[config.mk]
export PLATFORM = sky130hd
export DESIGN_NAME = approx_window_avg
export DESIGN_NICKNAME = d
export VERILOG_FILES = /design/src/rtl/approx_window_avg.sv
export SDC_FILE = /design/constraint.sdc
export NUM_CORES = 1
export LEC_CHECK = 0
export ABC_AREA = 1
export BUFFER_PORTS_ARGS = -buffer_cell sky130_fd_sc_hd__buf_2
export CAP_MARGIN = 10
export CORE_UTILIZATION = 48
export DETAILED_ROUTE_END_ITERATION = 16
export PLACE_DENSITY = 0.83
export SYNTH_ARGS = -nofsm -noshare
export SYNTH_HDL_FRONTEND = slang
export SYNTH_SLANG_ARGS = --single-unit
[constraint.sdc]
create_clock -name clk -period 1.7 [get_ports clk]
set_input_delay 0.255 -clock clk [delete_from_list [all_inputs] [get_ports clk]]
set_output_delay 0.255 -clock clk [all_outputs]
set_load 0.02 [all_outputs]
[src/rtl/approx_window_avg.sv]
// Streaming window averager: accumulates 2^LOG2_N approximate sums, emits their mean
// on a held valid/ready output and counts delivered windows.
module approx_window_avg #(
    parameter int LOG2_N = 2,
    parameter int ROUND  = 0
) (
    input  logic        clk,
    input  logic        rst_n,
    input  logic        clear,
    input  logic [15:0] sum_in,
    input  logic        sum_valid,
    output logic        sum_ready,
    output logic [15:0] avg_out,
    output logic        avg_valid,
    input  logic        avg_ready,
    output logic [15:0] win_count
);

    localparam int ACC_W = 16 + LOG2_N;
    localparam logic [ACC_W-1:0] RND = (ROUND != 0) ? ACC_W'(2 ** (LOG2_N - 1)) : '0;
    localparam logic [LOG2_N-1:0] LAST_BEAT = '1;

    typedef enum logic {
        ACCUM = 1'b0,
        HOLD  = 1'b1
    } state_t;

    state_t             r_state;
    state_t             w_next;
    logic [ACC_W-1:0]   r_acc;
    logic [LOG2_N-1:0]  r_cnt;
    logic [15:0]        r_avg;
    logic [15:0]        r_win;

    logic               w_accept;
    logic               w_last;
    logic               w_release;
    logic [ACC_W-1:0]   w_sum;
    logic [ACC_W-1:0]   w_total;
    logic [ACC_W-1:0]   w_quot;
    logic [15:0]        w_avg;

    assign sum_ready = (r_state == ACCUM);
    assign avg_valid = (r_state == HOLD);
    assign avg_out   = r_avg;
    assign win_count = r_win;

    assign w_accept  = (r_state == ACCUM) && sum_valid;
    assign w_last    = w_accept && (r_cnt == LAST_BEAT);
    assign w_release = (r_state == HOLD) && avg_ready;

    // Accumulator is wide enough that N full-scale beats plus the rounding term never wrap.
    assign w_sum   = r_acc + ACC_W'(sum_in);
    assign w_total = w_sum + RND;
    assign w_quot  = w_total >> LOG2_N;
    assign w_avg   = (|w_quot[ACC_W-1:16]) ? 16'hFFFF : w_quot[15:0];

    always_comb begin
        w_next = r_state;
        case (r_state)
            ACCUM:   if (w_last) w_next = HOLD;
            HOLD:    if (avg_ready) w_next = ACCUM;
            default: w_next = ACCUM;
        endcase
    end

    always_ff @(posedge clk or negedge rst_n) begin
        if (!rst_n) begin
            r_state <= ACCUM;
            r_acc   <= '0;
            r_cnt   <= '0;
            r_avg   <= '0;
            r_win   <= '0;
        end else if (clear) begin
            r_state <= ACCUM;
            r_acc   <= '0;
            r_cnt   <= '0;
            r_avg   <= '0;
            r_win   <= '0;
        end else begin
            r_state <= w_next;
            if (w_last) begin
                r_avg <= w_avg;
                r_acc <= '0;
                r_cnt <= '0;
            end else if (w_accept) begin
                r_acc <= w_sum;
                r_cnt <= r_cnt + LOG2_N'(1);
            end
            if (w_release) begin
                r_win <= r_win + 16'd1;
            end
        end
    end

endmodule

## Yosys cells after proc, flatten, opt, wreduce, memory -nomap -nowiden

Index checks and enable logic that the tools add are counted.

| word-level totals | value |
|---|---|
| latch bits | 0 |
| memories | 0 |
| register bits | 53 |
| bits in writable memories | 0 |
| output and inout port bits | 34 |
| input bits | 21 |
| memory bits (read-only) | 0 |
| word-level logic and storage cells | 30 |

| operators by class | value |
|---|---|
| mux-type cells | 14 |
| shift operators | 0 |
| magnitude comparators | 0 |
| reductions and logical operators | 6 |
| equality and inequality tests | 1 |
| add/subtract/negate cells | 3 |
| bitwise gates (word level) | 1 |
| divide/modulo/power cells | 0 |
| multipliers | 0 |

Operators with widths:

| operator | number |
|---|---|
| 2-to-1 mux 16 bit | 4 |
| 2-to-1 mux 18 bit | 3 |
| adder 18 x 16 -> 18 bit | 1 |
| adder 16 x 1 -> 16 bit, second input constant | 1 |
| 2-to-1 mux 2 bit | 3 |
| nonzero test 2 bit | 2 |
| logical AND 1 bit | 3 |
| 2-to-1 mux 1 bit | 3 |
| nonzero test 3 bit | 1 |
| adder 2 x 1 -> 2 bit, second input constant | 1 |
| equality test 2 bit, second input constant | 1 |
| one-hot mux 1 bit (2 select lines) | 1 |
| NOT 1 bit | 1 |

## Longest topological paths before layout

| depth | value |
|---|---|
| depth in word-level cells | 6 |
| gate-level depth with buffers | 13 |
| gate-level depth less buffers | 13 |

## Worst setup path after synthesis

Ideal clock, no wire load.

| path | value |
|---|---|
| kind | register to register |
| start point | register r_acc[0] |
| end point | register r_avg[14] (netlist: avg_out[14]) |
| setup time | 117 ps |
| cell stages (with the launch flop) | 14 |
| slack | -59 ps |
| data required time | 1583 ps |
| arrival time | 1642 ps |
| clock period less this slack | 1759 ps |
| buffers on the path | 0 |
| cell sequence | dfrtp_1 -> ha_1 -> inv_1 -> fa_1 -> inv_1 -> nand2_1 -> a21oi_2 -> nand2_1 -> nand2_2 -> nand2_1 -> nand2_1 -> nand2_1 -> nand3_1 -> nand2_1 |

| between the ends | value |
|---|---|
| word-level cells in the longest chain between the ends | 3 |

RTL lines:

| element | line | RTL |
|---|---|---|
| from (decl) | 30 | `logic [ACC_W-1:0] r_acc;` |
| from (signal assigned) | 87 | `r_acc <= w_sum;` |
| adder 18 x 16 -> 18 bit | 53 | `assign w_sum = r_acc + ACC_W'(sum_in);` |
| 2-to-1 mux 16 bit | 82 | `if (w_last) begin` |
| 2-to-1 mux 16 bit | 74 | `end else if (clear) begin` |
| to (signal assigned) | 83 | `r_avg <= w_avg;` |
| to (decl) | 32 | `logic [15:0] r_avg;` |

Every way passes these cells. The select of a mux whose other input is x is not followed.
A chain may end at the register's enable or synchronous reset.

## Worst setup path in the final report

| path | value |
|---|---|
| start point | register r_acc[0] |
| end point | register r_acc[16] |

| between the ends | value |
|---|---|
| word-level cells in the longest chain between the ends | 4 |

RTL lines:

| element | line | RTL |
|---|---|---|
| adder 18 x 16 -> 18 bit | 53 |  |
| 2-to-1 mux 18 bit | 86 | `end else if (w_accept) begin` |
| 2-to-1 mux 18 bit | 82 |  |
| 2-to-1 mux 18 bit | 74 |  |

Every way passes these cells. The select of a mux whose other input is x is not followed.

==> results.toml <==
[detailed_routing]
drt_drc_violations_left = 0
routedWlPerCell_microns = 15.18
dr.first_iter.drc_count = 201
routed_wirelength_microns = 9123
viasPerCell = 5.519
detail-route-antenna-nets = 0
first_pass_iters = 7
vias = 3317

[setup_path]
critPathKind = "flop to flop"
cp_slowest_cell = "sky130_fd_sc_hd__dfrtp_1"
cp-end-kind = "flop"
worstRegToRegCells = 13
worst_ep_required_time_ns = 1.91
timing.critical_path.slowest_cell_delay_ns = 0.44
crit_arrival_ns = 2.20
worst_r2r_startpoint = "r_acc[0]$_DFFE_PN0P_"
crit_cells = 13
rrSetupSlack_ns = -0.29
critical_path.n_buffers_inverters = 2
crit_path_max_fanout = 3
reg_to_reg_endpoint = "r_acc[16]$_DFFE_PN0P_"
path_cells = "ha_4, inv_2, fa_2, inv_2, nand2_2, a21oi_4, nand2_2, nand2_4, nand2_2, nand2_1, nand2_1, nand3_1, nand2_1"
worstSetupStartpointType = "flop"
path_delay_family = "simple AND/OR/NAND/NOR gates"

[power]
power.switching_mw = 1.162
total_leakage_power_nw = 2.207
power_switching_share_pct = 33.86
power.share.sequential_pct = 40.7
power_frac_comb_pct = 33.5
post-layout-total-power_mw = 3.431
max-vdd-ir-drop_uv = 379.2
power_frac_clock_pct = 25.7
internal_power_mw = 2.269
power_per_cell_area_nw_per_um2 = 806.1

[yosys]
synth_cell_types = 33
syn_inst = 443
synth-seq-area-share_pct = 40.52
synth_top_area_cell = "sky130_fd_sc_hd__dfrtp_1"
edff_count_synth = 0
yosys_warnings = 0
syn-mean-instance-area_sq_um = 7.389
postSynth.asyncResetShare_pct = 100.0
synth_area_leaders = "sky130_fd_sc_hd__dfrtp_1 (41%), sky130_fd_sc_hd__nand2_1 (17%), sky130_fd_sc_hd__ha_1 (6.9%)"
synth_seq_cells = 53
synth_fp_nets = 483
main_flop_type_after_synthesis = "sky130_fd_sc_hd__dfrtp_1"
post_synth_instance_area_sq_um = 3273
synthDominantCellAreaShare_pct = 40.52

[global_routing]
first_global_vias = 2997
grt.total_usage_pct = 23.65
grt_first_pass_wirelength_microns = 13550
globalRouteOverflowTotal = 0
initial_antenna_violation_count = 0
pin_count_of_the_biggest_net_entering_global_routing = 54

[placement]
gp_congestion = 0.8741
detailed_place_hpwl_microns = 5888
dp_slack_ns = -0.1623
buffer_ports.inserted = 54

[floorplan]
die_area_sq_um = 7153
core-area_sq_um = 6459
initial_cell_density_of_the_core_pct = 50.68
die_y_microns = 84.58
core.rowCount = 29
top_level_ports = 55
die-width_microns = 84.58

[min_path]
min_delay_path_depth = 2
timing.hold.worst.class = "primary input to flop"
timing.hold.worst.start = "avg_ready"
hold_path_end = "avg_valid$_DFF_PN0_"

[timing]
finalMaxSlewViolations = 0
post-route-worst-setup-slack_ns = -0.2898
setup_skew_ns = 0.01135
layout_min_cycle_time_ns = 1.990
hold_viol_final = 0
worst_slew_pin_slew_ns = 0.3667
fmax_mhz = 502.6
setup_violations = 16
fin_setup_tns_ns = -2.835
rsz0062_at_grt = "true"
worst_slew_margin_rel_pct = 75.52
final_min_period_over_clock_period_pct = 117.0

[cells_and_area]
final_core_util_pct = 65.90
number_of_filler_cells_placed_in_the_layout = 503
design.final.nets = 563
ff_latch_area_sq_um = 1326
diodes = 0
syn_to_final_growth_pct = 30.05
multi_input_comb_area_sq_um = 2047
drive_above_1_share_pct = 30.34

[clocking]
cts.clk_slew.worst_paths_ns = 0.10
tritoncts_clock_tree = "yes"
htreeDepth = 2
numCtsBuffers = 5
clkLatencyLatePin_ns = 0.32
ctsRootBufferMaster = "sky130_fd_sc_hd__clkbuf_8"
cts_max_path_buffers = 2
cts_num_sinks = 53

[run_status]
violated_checks = "negative setup slack"
outcome = "finished with violations"

[job]
drv.max_cap_violation_count = 0
==> per-stage QoR <==
step | area [sq um] | hold slack [ns] | std cells
6_report | 4257 | 0.1283 | 601
5_1_grt | 4257 | 0.1331 | 601
4_1_cts | 3902 | 0.1300 | 591
3_5_place_dp | 3706 | 0.2716 | 580
3_3_place_gp | 3706 | 0.2731 | 580
2_1_floorplan | 3281 | -0.04059 | 443
==> placed cells by master, fill, tap and decap left out, drive strengths merged <==
| cell type | netlist | final |
|---|---|---|
| inv | 50 | 50 |
| o21ai | 26 | 26 |
| dfrtp | 53 | 53 |
| o22ai | 1 | 1 |
| nand2 | 156 | 156 |
| ha | 18 | 18 |
| bufinv | 0 | 1 |
| nand4 | 8 | 8 |
| clkinv | 0 | 1 |
| clkbuf | 0 | 6 |
| nor3 | 8 | 8 |
| or2 | 1 | 1 |
| nand3b | 10 | 10 |
| a2bb2oi | 1 | 1 |
| o21a | 1 | 1 |
| a22o | 1 | 1 |
| dlygate4sd3 | 0 | 1 |
| xnor2 | 3 | 3 |
| o31ai | 2 | 2 |
| buf | 6 | 78 |
| fa | 1 | 1 |
| nand3 | 31 | 31 |
| nor2 | 41 | 41 |
| and2 | 1 | 1 |
| xor2 | 2 | 2 |
| a21oi | 22 | 22 |
==> layout make-up <==
cell class | count | area share (%)
Sequential cell | 53 | 31.16
Clock inverter | 2 | 0.9112
Multi-Input combinational cell | 334 | 48.09
Tap cell | 77 | 2.263
Timing Repair Buffer | 79 | 11.46
Inverter | 50 | 4.409
Clock buffer | 6 | 1.705
==> state kept, by name (all words and copies together) (netlist names) <==
register and cells:
avg_valid 1, avg_out 16, win_count 16, r_cnt 2
r_acc 18
==> cells in the mapped netlist (2+ instances only) <==
library cell,count
sky130_fd_sc_hd__nor2_2,2
sky130_fd_sc_hd__inv_1,42
sky130_fd_sc_hd__a21oi_1,20
sky130_fd_sc_hd__a21oi_2,2
sky130_fd_sc_hd__nand2_2,5
sky130_fd_sc_hd__nand4_1,8
sky130_fd_sc_hd__o21ai_1,6
sky130_fd_sc_hd__nor2_1,37
sky130_fd_sc_hd__nand3b_1,10
sky130_fd_sc_hd__nor2_4,2
sky130_fd_sc_hd__nand2_1,150
sky130_fd_sc_hd__buf_2,2
sky130_fd_sc_hd__buf_4,3
sky130_fd_sc_hd__inv_2,8
sky130_fd_sc_hd__nand3_2,2
sky130_fd_sc_hd__nor3_2,2
sky130_fd_sc_hd__nand3_1,29
sky130_fd_sc_hd__dfrtp_1,53
sky130_fd_sc_hd__o31ai_1,2
sky130_fd_sc_hd__xnor2_1,3
sky130_fd_sc_hd__ha_1,18
sky130_fd_sc_hd__xor2_1,2
sky130_fd_sc_hd__nor3_1,6
sky130_fd_sc_hd__o21ai_0,20
==> per-layer routing <==
metal | up-vias | GRT usage (%) | wire length [microns]
met5 | - | 0 | 0
met2 | 125 | 41.83 | 4559
li1 | 1590 | - | -
met3 | 25 | 3.540 | 538
met1 | 1577 | 30.34 | 3791
met4 | 0 | 6.009 | 234
==> what timing repair did <==
action / in CTS / in global routing
hold endpoints to repair: 53 / 0
buffers inserted: 2 / 10
hold buffers: 1 / 0
setup endpoints to repair: 13 / 26
resized for setup: 12 / 52
pin swaps: 7 / 14
==> power by group through the flow <==
| stage | clock (mW) | sequential, mW | combinational [mW] |
|---|---|---|---|
| floorplan | 0 | 1.40 | 0.571 |
| global placement | 0 | 1.39 | 0.799 |
| detailed placement | 0 | 1.40 | 0.817 |
| CTS | 0.885 | 1.38 | 0.869 |
| global route | 0.948 | 1.41 | 1.25 |
| finish | 0.883 | 1.40 | 1.15 |
==> cell families after synthesis <==
| logic type | share of synthesized area (%) |
|---|---|
| XOR/XNOR | 1.338 |
| AND/OR/NAND/NOR | 34.59 |
| buffers and inverters | 7.072 |
| AO/OA/AOI/OAI | 8.984 |
| flip-flops | 40.52 |
| adder cells (fa/ha/maj) | 7.493 |
==> worst max-delay path by stage <==
stage / start / end / slack (ns)
2_1_floorplan: r_acc[0]$_DFFE_PN0P_ / avg_out[14]$_DFFE_PN0P_ / -0.01
3_3_place_gp: r_acc[0]$_DFFE_PN0P_ / avg_out[12]$_DFFE_PN0P_ / -0.07
3_5_place_dp: r_acc[0]$_DFFE_PN0P_ / avg_out[14]$_DFFE_PN0P_ / -0.16
4_1_cts: r_acc[0]$_DFFE_PN0P_ / avg_out[10]$_DFFE_PN0P_ / -0.12
5_1_grt: r_acc[0]$_DFFE_PN0P_ / avg_out[14]$_DFFE_PN0P_ / -0.37
6_report: r_acc[0]$_DFFE_PN0P_ / r_acc[16]$_DFFE_PN0P_ / -0.29
Note: power is estimated with default switching activity, not from simulation.
